--- src/rtl/memoria_pkg.sv ---
// Shared encodings for the memoria RAM controller: mode values and FSM states.
package memoria_pkg;

    localparam logic [1:0] MODE_MANUAL = 2'b00;
    localparam logic [1:0] MODE_FILL   = 2'b01;
    localparam logic [1:0] MODE_SCAN   = 2'b10;

    typedef enum logic [1:0] {
        ST_IDLE = 2'b00,
        ST_FILL = 2'b01,
        ST_SCAN = 2'b10
    } state_e;

endpackage

--- src/rtl/memoria_ram_core.sv ---
// Single-port synchronous RAM with registered, write-through read port.
// Contents are never cleared; only the output register is reset.
module memoria_ram_core #(
    parameter int WORD_W = 8,
    parameter int ADDR_W = 5
) (
    input  logic              clock_i,
    input  logic              reset_i,
    input  logic              we_i,
    input  logic [ADDR_W-1:0] addr_i,
    input  logic [WORD_W-1:0] wdata_i,
    output logic [WORD_W-1:0] rdata_o
);

    localparam int DEPTH = 1 << ADDR_W;

    logic [WORD_W-1:0] mem_q [DEPTH];
    logic [WORD_W-1:0] rdata_q;

    always_ff @(posedge clock_i) begin
        if (we_i) begin
            mem_q[addr_i] <= wdata_i;
        end
    end

    always_ff @(posedge clock_i) begin
        if (reset_i) begin
            rdata_q <= '0;
        end else if (we_i) begin
            rdata_q <= wdata_i;
        end else begin
            rdata_q <= mem_q[addr_i];
        end
    end

    assign rdata_o = rdata_q;

endmodule

--- src/rtl/memoria_ram_ctrl.sv ---
// RAM controller with manual access, pattern fill and timed address scan.
// Optional stored even parity per word when MEMORIA_PARITY_EN is defined.
//
// state | meaning
// IDLE  | switches drive the RAM directly (address, wren, data)
// FILL  | writes base+a to every address a, one word per cycle
// SCAN  | reads cur_addr, advancing every SCAN_DIV cycles with wrap
module memoria_ram_ctrl
    import memoria_pkg::*;
#(
    parameter int DATA_W   = 8,
    parameter int ADDR_W   = 5,
    parameter int SCAN_DIV = 25_000_000
) (
    input  logic              clock_i,
    input  logic              reset_i,
    input  logic [1:0]        mode_i,
    input  logic              start_i,
    input  logic [ADDR_W-1:0] address_i,
    input  logic [DATA_W-1:0] data_i,
    input  logic              wren_i,
    output logic [DATA_W-1:0] q_o,
    output logic [ADDR_W-1:0] cur_addr_o,
    output logic              busy_o,
    output logic              done_o,
    output logic              parity_err_o
);

    localparam int DIV_W = (SCAN_DIV > 1) ? $clog2(SCAN_DIV) : 1;
    localparam logic [DIV_W-1:0] DIV_RELOAD = DIV_W'(SCAN_DIV - 1);
`ifdef MEMORIA_PARITY_EN
    localparam int MEM_W = DATA_W + 1;
`else
    localparam int MEM_W = DATA_W;
`endif

    state_e            state_q, state_d;
    logic [ADDR_W-1:0] addr_q, addr_d;
    logic [DATA_W-1:0] base_q, base_d;
    logic [DIV_W-1:0]  div_q, div_d;
    logic              done_q, done_d;

    logic [ADDR_W-1:0] ram_addr;
    logic              ram_we;
    logic [DATA_W-1:0] word_wdata;
    logic [MEM_W-1:0]  mem_wdata;
    logic [MEM_W-1:0]  mem_rdata;

    always_ff @(posedge clock_i) begin
        if (reset_i) begin
            state_q <= ST_IDLE;
            addr_q  <= '0;
            base_q  <= '0;
            div_q   <= '0;
            done_q  <= 1'b0;
        end else begin
            state_q <= state_d;
            addr_q  <= addr_d;
            base_q  <= base_d;
            div_q   <= div_d;
            done_q  <= done_d;
        end
    end

    always_comb begin
        state_d    = state_q;
        addr_d     = addr_q;
        base_d     = base_q;
        div_d      = div_q;
        done_d     = 1'b0;
        ram_addr   = address_i;
        ram_we     = wren_i;
        word_wdata = data_i;
        case (state_q)
            ST_IDLE: begin
                if (start_i && mode_i == MODE_FILL) begin
                    state_d = ST_FILL;
                    addr_d  = '0;
                    base_d  = data_i;
                end else if (start_i && mode_i == MODE_SCAN) begin
                    state_d = ST_SCAN;
                    addr_d  = address_i;
                    div_d   = DIV_RELOAD;
                end
            end
            ST_FILL: begin
                ram_addr   = addr_q;
                ram_we     = 1'b1;
                word_wdata = base_q + DATA_W'(addr_q);
                if (addr_q == '1) begin
                    state_d = ST_IDLE;
                    done_d  = 1'b1;
                end else begin
                    addr_d = addr_q + ADDR_W'(1);
                end
            end
            ST_SCAN: begin
                ram_addr = addr_q;
                ram_we   = 1'b0;
                if (start_i || mode_i != MODE_SCAN) begin
                    state_d = ST_IDLE;
                end else if (div_q == '0) begin
                    div_d  = DIV_RELOAD;
                    addr_d = addr_q + ADDR_W'(1);
                end else begin
                    div_d = div_q - DIV_W'(1);
                end
            end
            default: begin
                state_d = ST_IDLE;
            end
        endcase
    end

    // Writes are blocked while reset is held so an aborted fill leaves no stray word.
`ifdef MEMORIA_PARITY_EN
    assign mem_wdata    = {^word_wdata, word_wdata};
    assign q_o          = mem_rdata[DATA_W-1:0];
    assign parity_err_o = mem_rdata[DATA_W] ^ (^mem_rdata[DATA_W-1:0]);
`else
    assign mem_wdata    = word_wdata;
    assign q_o          = mem_rdata;
    assign parity_err_o = 1'b0;
`endif

    memoria_ram_core #(
        .WORD_W (MEM_W),
        .ADDR_W (ADDR_W)
    ) u_core (
        .clock_i (clock_i),
        .reset_i (reset_i),
        .we_i    (ram_we & ~reset_i),
        .addr_i  (ram_addr),
        .wdata_i (mem_wdata),
        .rdata_o (mem_rdata)
    );

    assign cur_addr_o = ram_addr;
    assign busy_o     = (state_q != ST_IDLE);
    assign done_o     = done_q;

endmodule

--- config.mk ---
export PLATFORM = sky130hd
export DESIGN_NAME = memoria_ram_ctrl
export DESIGN_NICKNAME = d
export VERILOG_FILES = /design/src/rtl/memoria_pkg.sv /design/src/rtl/memoria_ram_core.sv /design/src/rtl/memoria_ram_ctrl.sv
export SDC_FILE = /design/constraint.sdc
export NUM_CORES = 1
export LEC_CHECK = 0
export BUFFER_PORTS_ARGS = -buffer_cell sky130_fd_sc_hd__buf_4
export CAP_MARGIN = 5
export CELL_PAD_IN_SITES_DETAIL_PLACEMENT = 1
export CELL_PAD_IN_SITES_GLOBAL_PLACEMENT = 2
export CORE_UTILIZATION = 35
export DETAILED_ROUTE_END_ITERATION = 10
export PLACE_DENSITY_LB_ADDON = 0.12
export SLEW_MARGIN = 40
export SYNTH_ARGS = -nofsm -noshare
export SYNTH_HDL_FRONTEND = slang
export SYNTH_HIERARCHICAL = 1
export SYNTH_SLANG_ARGS = --single-unit
--- constraint.sdc ---
create_clock -name clock_i -period 5 [get_ports clock_i]
set_clock_uncertainty 0.1 [all_clocks]
set_input_delay 1.5 -clock clock_i [delete_from_list [all_inputs] [get_ports clock_i]]
set_output_delay 1.5 -clock clock_i [all_outputs]
set_load 0.005 [all_outputs]
==> metrics.csv <==
metric,value,unit
outcome,finished with violations,
violations,design-rule violations,
postCtsSetupBuffers,0,
fp-row-count,69,
core-area,35740,um^2
die_area,37290,um^2
cts.sinks,305,
track_usage,18.98,%
clock_power_share,39.1,%
wl_per_cell,24.70,um
cts_tree,yes,
period_share,84.74,%
routed_wl,33.93,mm
cts_buffer_depth,3,
crit_path_top_delay_cell,a21o_4,
design_area,14850,um^2
syn_inst,827,
leakagePower,4.902,nW
synth_area,12780,um^2
synth-seq-area-share,67.82,%
cts_resized,0,
drive_above_1_share,21.80,%
grt_pass1_vias,8059,
setup_tns,0,ns
intPower,4.720,mW
synth_edf_count,256,
avgSynthCellArea,15.45,um^2
crit_fanout,44,
hold_viol,0,
swShare,25.24,%
peakVddDrop,0.2142,mV
syn_nets,858,
grt_start_max_net_pins,51,
synth_area_leaders,"edfxtp_1, mux4_2, dfxtp_1",
diodes,0,
place_area,13700,um^2
via_per_inst,5.456,
ios,35,
cts_root_buf,clkbuf_16,
worst_slew_pin_slew,0.9036,ns
synthArstFlopShare,0,%
grt_overflow,0,
period_needed,4.237,ns
cts_max_level,2,
end_kind,output port,
combPwrFrac,14.9,%
drv_cap,0,
layout.nets,919,
yosys.cell_types.count,65,
grt_setup_unrepaired,no,
syn2layout_area_growth,16.22,%
gp_congestion,0.8108,
slowest_delay,0.58,ns
antenna_found_initial,2,
post-place-ws,0.7781,ns
cts_buffers,35,
hold_class,reg -> reg,
holdWs,0.3683,ns
synth_top_area_cell,edfxtp_1,
die_w,193.1,um
seqPwrFrac,46.0,%
initial_utilization,35.76,%
drt-pass1-iter-count,8,
dr_total_vias,7497,
worst_skew_pair.late_latency,0.50,ns
dp_cells,1311,
setup_viol,0,
power_switching,1.594,mW
path_class,reg -> out,
power_density,425.0,nW/um^2
startpoint_type,register,
ys_seq_elements,305,
ys.flop_type,edfxtp_1,
io_buffers,33,
fmax,236.0,MHz
stdcell_count,1374,
fin_ws,0.7630,ns
postRouteAntennaNets,0,
fillers,3601,
path_clk_slew,0.06,ns
arrival,2.64,ns
crit_chain,inv_1 > ha_1 > nor2b_1 > a21o_4 > buf_4,
dp.final_hpwl,22.36,mm
slew_viol_final,0,
first_iter_violations,532,
grt_pass1_wl,51.94,mm
hold_buffers,0,
yosysTopAreaCellShare,60.15,%
fp.dieH,193.1,um
slew_headroom,39.12,%
drcViolationCount,8,
synth_warnings,6,
worstPathRequired,3.40,ns
[flip-flops by register name, indices dropped and copies added, names as in the netlist]
register	count
addr_q	5
u_core/mem_q	256
base_q	8
state_q	2
done_o	1
div_q	25
u_core/rdata_o	8
[Yosys cell counts (all sizes together), types with 13 or more instances]
library cell / n
edfxtp: 256
nor2: 63
dfxtp: 49
mux4: 49
nand2: 37
a21oi: 36
mux2i: 31
buf: 26
xnor2: 24
clkbuf: 20
inv: 20
nor3: 18
nand3: 15
o21ai: 13
[layout by cell type (no fill, tap or decap), types with 10 or more instances in the layout]
| cell | synthesis | final |
|---|---|---|
| edfxtp_1 | 256 | 256 |
| buf_4 | 12 | 67 |
| nor2_1 | 63 | 62 |
| dfxtp_1 | 49 | 49 |
| mux4_2 | 49 | 49 |
| nand2_1 | 37 | 37 |
| clkbuf_16 | 0 | 37 |
| a21oi_1 | 36 | 35 |
| mux2i_1 | 31 | 31 |
| xnor2_1 | 24 | 24 |
| inv_1 | 20 | 20 |
| nor3_1 | 18 | 18 |
| nand3_1 | 15 | 15 |
| nor2b_1 | 11 | 11 |
| o21ai_0 | 12 | 11 |
| nor4_1 | 11 | 11 |
| a22oi_1 | 10 | 10 |
| ha_1 | 11 | 10 |
| clkbuf_1 | 20 | 10 |
[metrics by stage]
step	utilization (%)	total power, mW
CTS	41.43	6.391
global placement	38.26	3.874
detailed placement	38.33	3.901
finish	41.56	6.314
global route	41.56	6.566
floorplan	-	3.554
[routing by layer]
| metal | wire length [um] | GRT usage (%) | vias to the layer above |
|---|---|---|---|
| li1 | - | - | 3370 |
| met1 | 15320 | 26.00 | 3921 |
| met2 | 16620 | 31.51 | 160 |
| met3 | 1437 | 3.385 | 44 |
| met4 | 537 | 3.996 | 2 |
| met5 | 17 | 0 | - |
[layout make-up]
cell class,count,area [um^2],share of cell area [%]
clock buffers,50,1005,6.764
clock inverters,12,106.4,0.7160
inverters,20,75.07,0.5054
multi-input cells,456,3852,25.94
flip-flops and latches,305,8668,58.36
well taps,461,576.8,3.883
repair buffers,70,570.5,3.841
[critical path: cells and delay by family (launching register included)]
family / cells / cell delay [ns]
adder cells (fa/ha/maj): 1 / 0.55
buffers and inverters: 2 / 0.33
AND/OR/NAND/NOR: 1 / 0.27
flip-flops: 1 / 0.39
AO/OA/AOI/OAI: 1 / 0.58
[power by group through the flow]
stage          logic (mW)  clock network, mW  registers, mW
5_1_grt              1.02               2.63           2.91
6_report            0.940               2.47           2.91
3_3_place_gp        0.919                  0           2.96
3_5_place_dp        0.941                  0           2.96
4_1_cts             0.945               2.54           2.91
2_1_floorplan       0.614                  0           2.94
[kinds of logic after synthesis]
logic type      after synthesis  share of synthesized area, %
compound gates              132                         7.117
xor+xnor                     25                         1.713
fa+ha+maj                    12                         1.233
buf+inv                      66                         2.506
flops                       305                         67.82
mux                          90                         11.94
other cells                   1                       0.02934
simple gates                196                         7.636
[worst paths after layout]
kind                            startpoint                end  slack [ns]  cells after the start
worst max-delay path            state_q[0]      cur_addr_o[1]        0.76                      5
worst min-delay path             base_q[3]          base_q[3]        0.37                      2
worst max register to register  state_q[0]  u_core/rdata_o[6]        1.25                      9
worst min register to register   base_q[3]          base_q[3]        0.37                      2
Power figures use the tool's default switching activity.
